<file path="config.mk">
export PLATFORM = sky130hd
export DESIGN_NAME = rf_access_arbiter_flat
export DESIGN_NICKNAME = d
export VERILOG_FILES = /design/src/rtl/rf_access_arbiter_if.sv /design/src/rtl/rf_access_arbiter.sv /design/src/flat_wrapper.sv
export SDC_FILE = /design/constraint.sdc
export NUM_CORES = 1
export LEC_CHECK = 0
export BUFFER_PORTS_ARGS = -buffer_cell sky130_fd_sc_hd__buf_2
export CORE_UTILIZATION = 49
export DETAILED_ROUTE_END_ITERATION = 6
export HOLD_SLACK_MARGIN = 0.02
export PLACE_DENSITY = 0.83
export SYNTH_ARGS = -nofsm -noshare
export SYNTH_HDL_FRONTEND = slang
export SYNTH_SLANG_ARGS = --single-unit
export TNS_END_PERCENT = 50
</file>
<file path="constraint.sdc">
create_clock -name CLK -period 1.6 [get_ports CLK]
set_input_delay 0.16 -clock CLK [delete_from_list [all_inputs] [get_ports CLK]]
set_output_delay 0.16 -clock CLK [all_outputs]
set_load 0.02 [all_outputs]
</file>
<file path="src/rtl/rf_access_arbiter_if.sv">
// Bundle of both master command/response ports plus the register-file access port.
// slave = arbiter side, master = environment side.
interface rf_access_arbiter_if #(
  parameter int Data_width    = 8,
  parameter int Address_width = 4
);
  logic                     M0_req, M0_wr, M0_gnt, M0_rvalid, M0_err;
  logic [Address_width-1:0] M0_addr;
  logic [Data_width-1:0]    M0_wdata, M0_rdata;
  logic                     M1_req, M1_wr, M1_gnt, M1_rvalid, M1_err;
  logic [Address_width-1:0] M1_addr;
  logic [Data_width-1:0]    M1_wdata, M1_rdata;
  logic                     WrEN, RdEN, RdData_valid, busy;
  logic [Address_width-1:0] Address;
  logic [Data_width-1:0]    WrData, Rd_data;

  modport slave (
    input  M0_req, M0_wr, M0_addr, M0_wdata, M1_req, M1_wr, M1_addr, M1_wdata,
           Rd_data, RdData_valid,
    output M0_gnt, M0_rdata, M0_rvalid, M0_err, M1_gnt, M1_rdata, M1_rvalid, M1_err,
           WrEN, RdEN, Address, WrData, busy
  );
  modport master (
    output M0_req, M0_wr, M0_addr, M0_wdata, M1_req, M1_wr, M1_addr, M1_wdata,
           Rd_data, RdData_valid,
    input  M0_gnt, M0_rdata, M0_rvalid, M0_err, M1_gnt, M1_rdata, M1_rvalid, M1_err,
           WrEN, RdEN, Address, WrData, busy
  );
endinterface

</file>
<file path="src/rtl/rf_access_arbiter.sv">
// Round-robin two-master arbiter onto a single register-file port; one access in
// flight, read data routed back to the owner with a timeout on missing RdData_valid.
module rf_access_arbiter #(
  parameter int Data_width    = 8,
  parameter int Address_width = 4,
  parameter int TIMEOUT       = 16
) (
  input logic                CLK,
  input logic                RST,
  rf_access_arbiter_if.slave bus
);
  localparam int DW = Data_width;
  localparam int AW = Address_width;
  localparam int CW = $clog2(TIMEOUT);

  typedef enum logic [1:0] {IDLE, ISSUE, RD_WAIT, RESP} state_t;

  logic [1:0]         req, wr;
  logic [1:0][AW-1:0] addr;
  logic [1:0][DW-1:0] wdata;

  assign req   = {bus.M1_req,   bus.M0_req};
  assign wr    = {bus.M1_wr,    bus.M0_wr};
  assign addr  = {bus.M1_addr,  bus.M0_addr};
  assign wdata = {bus.M1_wdata, bus.M0_wdata};

  state_t             state;
  logic               ptr, owner, lat_wr, wren, rden, busy;
  logic [CW-1:0]      cnt;
  logic [AW-1:0]      addr_q;
  logic [DW-1:0]      wdata_q;
  logic [1:0]         gnt, rvalid, err;
  logic [1:0][DW-1:0] rdata;
  logic               win;

  // Contention goes to the pointer; otherwise the sole requester wins.
  assign win = (req[0] & req[1]) ? ptr : req[1];

  always_ff @(posedge CLK) begin
    if (RST) begin
      state   <= IDLE;
      ptr     <= 1'b0;
      owner   <= 1'b0;
      lat_wr  <= 1'b0;
      cnt     <= '0;
      addr_q  <= '0;
      wdata_q <= '0;
      wren    <= 1'b0;
      rden    <= 1'b0;
      busy    <= 1'b0;
      gnt     <= '0;
      rvalid  <= '0;
      err     <= '0;
      rdata   <= '0;
    end else begin
      gnt    <= '0;
      rvalid <= '0;
      err    <= '0;
      wren   <= 1'b0;
      rden   <= 1'b0;
      case (state)
        IDLE: if (|req) begin
          owner    <= win;
          lat_wr   <= wr[win];
          addr_q   <= addr[win];
          wdata_q  <= wdata[win];
          gnt[win] <= 1'b1;
          wren     <= wr[win];
          rden     <= ~wr[win];
          busy     <= 1'b1;
          state    <= ISSUE;
        end
        ISSUE: begin
          ptr <= ~owner;
          cnt <= '0;
          if (lat_wr) begin
            state <= IDLE;
            busy  <= 1'b0;
          end else begin
            state <= RD_WAIT;
          end
        end
        RD_WAIT: begin
          // Response flags are registered here so they are visible during RESP.
          if (bus.RdData_valid) begin
            rdata[owner]  <= bus.Rd_data;
            rvalid[owner] <= 1'b1;
            state         <= RESP;
          end else if (cnt == CW'(TIMEOUT - 1)) begin
            rdata[owner]  <= '0;
            rvalid[owner] <= 1'b1;
            err[owner]    <= 1'b1;
            state         <= RESP;
          end else begin
            cnt <= cnt + 1'b1;
          end
        end
        RESP: begin
          state <= IDLE;
          busy  <= 1'b0;
        end
        default: state <= IDLE;
      endcase
    end
  end

  assign bus.M0_gnt    = gnt[0];
  assign bus.M1_gnt    = gnt[1];
  assign bus.M0_rvalid = rvalid[0];
  assign bus.M1_rvalid = rvalid[1];
  assign bus.M0_err    = err[0];
  assign bus.M1_err    = err[1];
  assign bus.M0_rdata  = rdata[0];
  assign bus.M1_rdata  = rdata[1];
  assign bus.WrEN      = wren;
  assign bus.RdEN      = rden;
  assign bus.Address   = addr_q;
  assign bus.WrData    = wdata_q;
  assign bus.busy      = busy;
endmodule
</file>
<file path="src/flat_wrapper.sv">
// flat-port wrapper written by rule: the top's interface ports become plain ports
module rf_access_arbiter_flat 
#(
  parameter int Data_width    = 8,
  parameter int Address_width = 4,
  parameter int TIMEOUT       = 16
)
  (CLK, RST, bus_M0_req, bus_M0_wr, bus_M0_addr, bus_M0_wdata, bus_M1_req, bus_M1_wr, bus_M1_addr, bus_M1_wdata, bus_Rd_data, bus_RdData_valid, bus_M0_gnt, bus_M0_rdata, bus_M0_rvalid, bus_M0_err, bus_M1_gnt, bus_M1_rdata, bus_M1_rvalid, bus_M1_err, bus_WrEN, bus_RdEN, bus_Address, bus_WrData, bus_busy);
  rf_access_arbiter_if #(.Data_width(Data_width), .Address_width(Address_width)) bus_i ();
  input logic CLK;
  input logic RST;
  input wire logic [$bits(bus_i.M0_req)-1:0] bus_M0_req;
  input wire logic [$bits(bus_i.M0_wr)-1:0] bus_M0_wr;
  input wire logic [$bits(bus_i.M0_addr)-1:0] bus_M0_addr;
  input wire logic [$bits(bus_i.M0_wdata)-1:0] bus_M0_wdata;
  input wire logic [$bits(bus_i.M1_req)-1:0] bus_M1_req;
  input wire logic [$bits(bus_i.M1_wr)-1:0] bus_M1_wr;
  input wire logic [$bits(bus_i.M1_addr)-1:0] bus_M1_addr;
  input wire logic [$bits(bus_i.M1_wdata)-1:0] bus_M1_wdata;
  input wire logic [$bits(bus_i.Rd_data)-1:0] bus_Rd_data;
  input wire logic [$bits(bus_i.RdData_valid)-1:0] bus_RdData_valid;
  output wire logic [$bits(bus_i.M0_gnt)-1:0] bus_M0_gnt;
  output wire logic [$bits(bus_i.M0_rdata)-1:0] bus_M0_rdata;
  output wire logic [$bits(bus_i.M0_rvalid)-1:0] bus_M0_rvalid;
  output wire logic [$bits(bus_i.M0_err)-1:0] bus_M0_err;
  output wire logic [$bits(bus_i.M1_gnt)-1:0] bus_M1_gnt;
  output wire logic [$bits(bus_i.M1_rdata)-1:0] bus_M1_rdata;
  output wire logic [$bits(bus_i.M1_rvalid)-1:0] bus_M1_rvalid;
  output wire logic [$bits(bus_i.M1_err)-1:0] bus_M1_err;
  output wire logic [$bits(bus_i.WrEN)-1:0] bus_WrEN;
  output wire logic [$bits(bus_i.RdEN)-1:0] bus_RdEN;
  output wire logic [$bits(bus_i.Address)-1:0] bus_Address;
  output wire logic [$bits(bus_i.WrData)-1:0] bus_WrData;
  output wire logic [$bits(bus_i.busy)-1:0] bus_busy;
  assign bus_i.M0_req = bus_M0_req;
  assign bus_i.M0_wr = bus_M0_wr;
  assign bus_i.M0_addr = bus_M0_addr;
  assign bus_i.M0_wdata = bus_M0_wdata;
  assign bus_i.M1_req = bus_M1_req;
  assign bus_i.M1_wr = bus_M1_wr;
  assign bus_i.M1_addr = bus_M1_addr;
  assign bus_i.M1_wdata = bus_M1_wdata;
  assign bus_i.Rd_data = bus_Rd_data;
  assign bus_i.RdData_valid = bus_RdData_valid;
  assign bus_M0_gnt = bus_i.M0_gnt;
  assign bus_M0_rdata = bus_i.M0_rdata;
  assign bus_M0_rvalid = bus_i.M0_rvalid;
  assign bus_M0_err = bus_i.M0_err;
  assign bus_M1_gnt = bus_i.M1_gnt;
  assign bus_M1_rdata = bus_i.M1_rdata;
  assign bus_M1_rvalid = bus_i.M1_rvalid;
  assign bus_M1_err = bus_i.M1_err;
  assign bus_WrEN = bus_i.WrEN;
  assign bus_RdEN = bus_i.RdEN;
  assign bus_Address = bus_i.Address;
  assign bus_WrData = bus_i.WrData;
  assign bus_busy = bus_i.busy;
  rf_access_arbiter #(.Data_width(Data_width), .Address_width(Address_width), .TIMEOUT(TIMEOUT)) u_core (.CLK(CLK), .RST(RST), .bus(bus_i));
endmodule
</file>
### Yosys cells after proc, flatten, opt, wreduce, memory -nomap -nowiden

Cells that the tools add are included.

* register bits: 46
* bits in latches: 0
* RAM bits: 0
* ROM bits: 0
* input port bits: 39
* output and inout bits: 37
* logic and storage cells: 81
* memories: 0

* $add $sub $neg: 1
* multipliers: 0
* div/mod/pow operators: 0
* order comparisons: 4
* eq/ne operators: 9
* shift-type cells: 0
* multiplexer cells: 29
* bitwise gates (word level): 8
* reductions and logical operators: 15

Operator list (number)
* 2-to-1 mux 16 bit: 2
* 2-to-1 mux 8 bit: 3
* AND 16 bit: 1
* bitwise mux 16 bit: 1
* 2-to-1 mux 4 bit: 4
* NOT 16 bit: 1
* 2-to-1 mux 2 bit: 6
* demux 8 bit (select 1 bit): 1
* case mux 2 bit (4 select lines): 1
* case mux 4 bit (2 select lines): 1
* 2-to-1 mux 1 bit: 7
* AND reduction 2 bit: 3
* AND reduction 3 bit: 2
* OR reduction 3 bit: 2
* NOT 1 bit: 5
* adder 4 x 1 -> 4 bit (second input constant): 1
* equality test 2 bit (second input constant): 2
* equality test 4 bit (second input constant): 1
* less-than comparator 1 x 2 -> 1 bit (second input constant): 2
* != test 2 x 1 -> 1 bit (second input constant): 2
* != test 2 bit (second input constant): 2
* nonzero test 2 bit: 2
* OR reduction 2 bit: 2
* != test 3 x 2 -> 1 bit (second input constant): 1
* 8 further kinds: 11

### Logic depth before layout (Yosys ltp)

* word-level depth: 8
* mapped depth: 5
* mapped depth without buffers: 4

### Least setup slack after synthesis

OpenSTA, ideal clock, no wires.

* path type: reg-to-reg
* start: register u_core.cnt[0]
* end: register u_core.rdata, in the netlist u_core.bus.M1_rdata[0]
* setup time: 0.119 ns
* arrival time: 1.345 ns
* data required time: 1.481 ns
* slack: 0.136 ns
* cell stages (with the launch flop): 6
* path buffers: 1
* period minus slack after synthesis: 1.464 ns
* path through: dfxtp_1 -> ha_1 -> a31oi_2 -> or3b_1 -> buf_6 -> mux2i_1

* word-level cells in the longest chain between the ends: 3

Ends and longest elaborated chain
* start: declaration: RTL line rf_access_arbiter.sv:29 `logic [CW-1:0] cnt;`
* start signal: assignment: RTL line rf_access_arbiter.sv:95 `cnt <= cnt + 1'b1;`
* equality test 4 bit: RTL line rf_access_arbiter.sv:89 `end else if (cnt == CW'(TIMEOUT - 1)) begin`
* nonzero test 2 bit (no source line)
* AND reduction 2 bit (no source line)
* end signal: indexed assignment: RTL line rf_access_arbiter.sv:86 `rdata[owner] <= bus.Rd_data;`
* end: declaration: RTL line rf_access_arbiter.sv:33 `logic [1:0][DW-1:0] rdata;`

Every way passes these cells.
A chain may end at the register's enable or synchronous reset.

### Final worst setup path

* start: register u_core.cnt[1]
* end: register u_core.rdata, in the netlist u_core.bus.M1_rdata[7]

Same word-level chain as after synthesis.

==> metrics.sh <==
INTERNAL_POWER_mW=2.11
CLK_PIN_SLEW_WORST_PATHS_PS=80
POWER.SHARE.CLOCK=0.371
POWER.SHARE.SEQUENTIAL=0.445
CTS-HOLD-FIX-BUFFERS=0
FMAX_MHz=654
GRT_OVERFLOW=0
LAYOUT-DRIVE-GT1-SHARE=0.365
PORTION_OF_THE_POST_SYNTHESIS_AREA_USED_BY_SEQUENTIAL_ELEMENTS=0.448
PWR-SHARE-COMB=0.184
ROUTE.VIAS.TOTAL=1910
FINAL_REPORT_MAX_SLEW_VIOLATION_COUNT=0
DRT-VIAS-PER-INSTANCE=5.52
RELSLEWSLACK=0.694
WORST_SETUP_PATH_START_KIND='register'
FLOORPLAN.INITIALDENSITY=0.511
CP.ARRIVAL_PS=1750
HP-CLASS='in2reg'
NUM-NETS-FINAL=335
DIE-HEIGHT_UM=66.8
FINALCRITPERIODSHARE=0.956
POST_CTS.RESIZED_INSTANCES=2
WL_UM=4890
COREAREA_SQ_UM=4030
POWER.SHARE.SWITCHING=0.257
VDD_IR_DROP_MAX_mV=0.660
DR.FIRST_ITER.DRC_COUNT=94
INITIAL_ANTENNA_VIOLATION_COUNT=0
DPL-INSTANCE-AREA_SQ_UM=2510
FINAL_CELL_AREA_SQ_UM=2670
DIE_W_UM=66.8
GRT_FIRST_PASS_WIRELENGTH_UM=7610
DP.FINAL_HPWL_UM=3420
PERIOD_NEEDED_PS=1530
GRT_MAX_DEGREE=34
AREAGROWTHSYNTHTOFINISH_PCT=30.0
MOSTFREQUENTLAYOUTCELLS='buf_2, dfxtp_1, nand3b_1'
REMAINING_DRC_ERRORS=0
SYNTH-EDFF-COUNT=0
POWER.STATIC_LEAKAGE_nW=1.23
WL_PER_CELL_UM=14.1
NUMCLOCKSINKS=46
CTS_TREE='built'
CTS-BUFFERS-INSERTED=5
CRIT_FANOUT=8
POSTCTSSETUPBUFFERS=0
ROWS=23
TRACK_USAGE=0.225
POWER.DENSITY_CELL_AREA_nW_PER_UM2=1060
CTS.ROOT.BUFFER_CELL='clkbuf_8'
ANTENNA_LEFT=0
FLOORPLAN.IO_PINS=76
SYNTH.DISTINCT_CELLS=37
LAYOUT.CELLS.MOST_COMMON='buf_2'
TIMING.FINAL.SETUP_VIOLATIONS=0
DESIGN.DIE.AREA_SQ_UM=4460
NUMPORTBUFFERS=75
CRITICALPATHCATEGORY='reg2reg'
RUN_STATUS='finished clean'
CLK_LATENCY_PS=300
WORSTPATHREQUIRED_PS=1830
POSTSYNTHREGISTERBITS=46
GLOBAL_PLACEMENT_ROUTABILITY_CONGESTION=0.852
POWER_SWITCHING_mW=0.730
SYNTH_TOP_FLOP_CELL='dfxtp_1'
SYN-CELL-AREA_SQ_UM=2060
FIRST_GLOBAL_VIAS=1721
WORST_SETUP_PATH_END_KIND='register'
SETUP-TNS-FINAL_PS=0
WARNINGS_SYNTHESIS=0
FIRST_PASS_ITERATION_COUNT_OF_THE_DETAILED_ROUTER=4
MAXIMUM_ROOT_TO_SINK_BUFFER_COUNT=2
MAX-CAP-VIOLATIONS=0
SYNTH-ASYNC-RESET-RATIO=0
FINCLKSKEW_PS=2.87
HOLD_VIOL_FINAL=0
TIGHTEST_SLEW_PS=458
POSTSYNTHCELLCOUNT=218
SYN-NUM-NETS=258
CTSHTREEMAXLEVEL=2
SYNTHESIS.AREA_PER_INSTANCE_SQ_UM=9.44
ANTENNA_CELLS_INSERTED=0
[logic make-up (layout without fill, tap and decap cells)]
family | after synthesis | count (layout) | share of synthesized area
AND/OR/NAND/NOR | 76 | 76 | 0.240
AO/OA/AOI/OAI | 56 | 56 | 0.175
flip-flops | 46 | 46 | 0.448
multiplexers | 17 | 17 | 0.0827
buffers and inverters | 22 | 100 | 0.0487
adder cells (fa/ha/maj) | 1 | 1 | 0.00608
[power groups by stage]
stage | clock, mW | combinational (mW) | sequential (mW)
3_3_place_gp | 0 | 0.507 | 1.29
3_5_place_dp | 0 | 0.517 | 1.29
5_1_grt | 1.11 | 0.570 | 1.27
2_1_floorplan | 0 | 0.259 | 1.35
4_1_cts | 1.07 | 0.522 | 1.26
6_report | 1.05 | 0.522 | 1.26
[worst paths after layout]
path	startpoint	to	slack [ps]	cells after the start
setup / recovery	u_core.cnt[1]$_SDFFE_PP0P_	u_core.bus.M1_rdata[7]$_SDFFE_PP0P_	70	4
hold / removal	bus_M0_wdata[0]	u_core.bus.WrData[0]$_SDFFE_PP0P_	130	3
setup reg to reg	u_core.cnt[1]$_SDFFE_PP0P_	u_core.bus.M1_rdata[7]$_SDFFE_PP0P_	70	4
hold reg to reg	u_core.bus.busy$_SDFFE_PP0P_	u_core.bus.busy$_SDFFE_PP0P_	470	2
[critical path: stages (launching register included)]
cell,delay [ps]
dfxtp_1,370
ha_2,240
a31oi_2,130
or3b_4,510
mux2i_1,210
[routing by layer]
metal,up-vias,wire length (um),track usage
met5,-,0,0
met4,0,123,0.0984
met3,12,212,0.0497
met2,65,2340,0.385
met1,876,2210,0.267
li1,957,-,-
[synth_stat cells, types with 2 or more instances]
library cell | number | share of area
dfxtp_1 | 46 | 0.45
nand3b_1 | 21 | 0.077
nand2b_1 | 18 | 0.055
a21oi_1 | 17 | 0.041
mux2i_1 | 17 | 0.083
o21ai_0 | 17 | 0.041
a311oi_1 | 13 | 0.055
clkbuf_1 | 13 | 0.024
nor2_1 | 9 | 0.016
buf_2 | 5 | 0.012
nor3_1 | 4 | 0.0097
nor2b_1 | 3 | 0.0091
a2111oi_0 | 2 | 0.0085
a211oi_1 | 2 | 0.0073
inv_1 | 2 | 0.0037
nand2_1 | 2 | 0.0037
nand3_1 | 2 | 0.0049
nand4b_1 | 2 | 0.0085
nor4_1 | 2 | 0.0061
or2_2 | 2 | 0.0061
or3_1 | 2 | 0.0061
or3b_1 | 2 | 0.0085
[layout make-up]
cell class | count | area, sq um
fillers | 323 | 1360
multi-input cells | 150 | 1050
flip-flops and latches | 46 | 921
repair buffers | 90 | 488
clock buffers | 6 | 82.6
well taps | 50 | 62.6
clock inverters | 2 | 60.1
inverters | 2 | 7.51
[flip-flops by register name, indices dropped and copies added, names as in the netlist, 2 cells and up, named ones only]
signal / flops
u_core.gnt: 2
u_core.rvalid: 2
u_core.cnt: 4
u_core.bus.M0_rdata: 8
u_core.bus.WrData: 8
u_core.bus.M1_rdata: 8
u_core.err: 2
u_core.bus.Address: 4
[metrics by stage]
step	hold slack (ps)	setup WS (ps)	std cells	utilization	total power [mW]
final	133	71.0	346	0.664	2.84
after global routing	148	-10.7	346	0.664	2.95
after CTS	129	13.6	346	0.661	2.85
after detailed placement	452	3.64	338	0.624	1.80
after global placement	443	39.8	338	0.624	1.79
after floorplan	308	136	218	-	1.61
(Power assumes the default switching activity.)
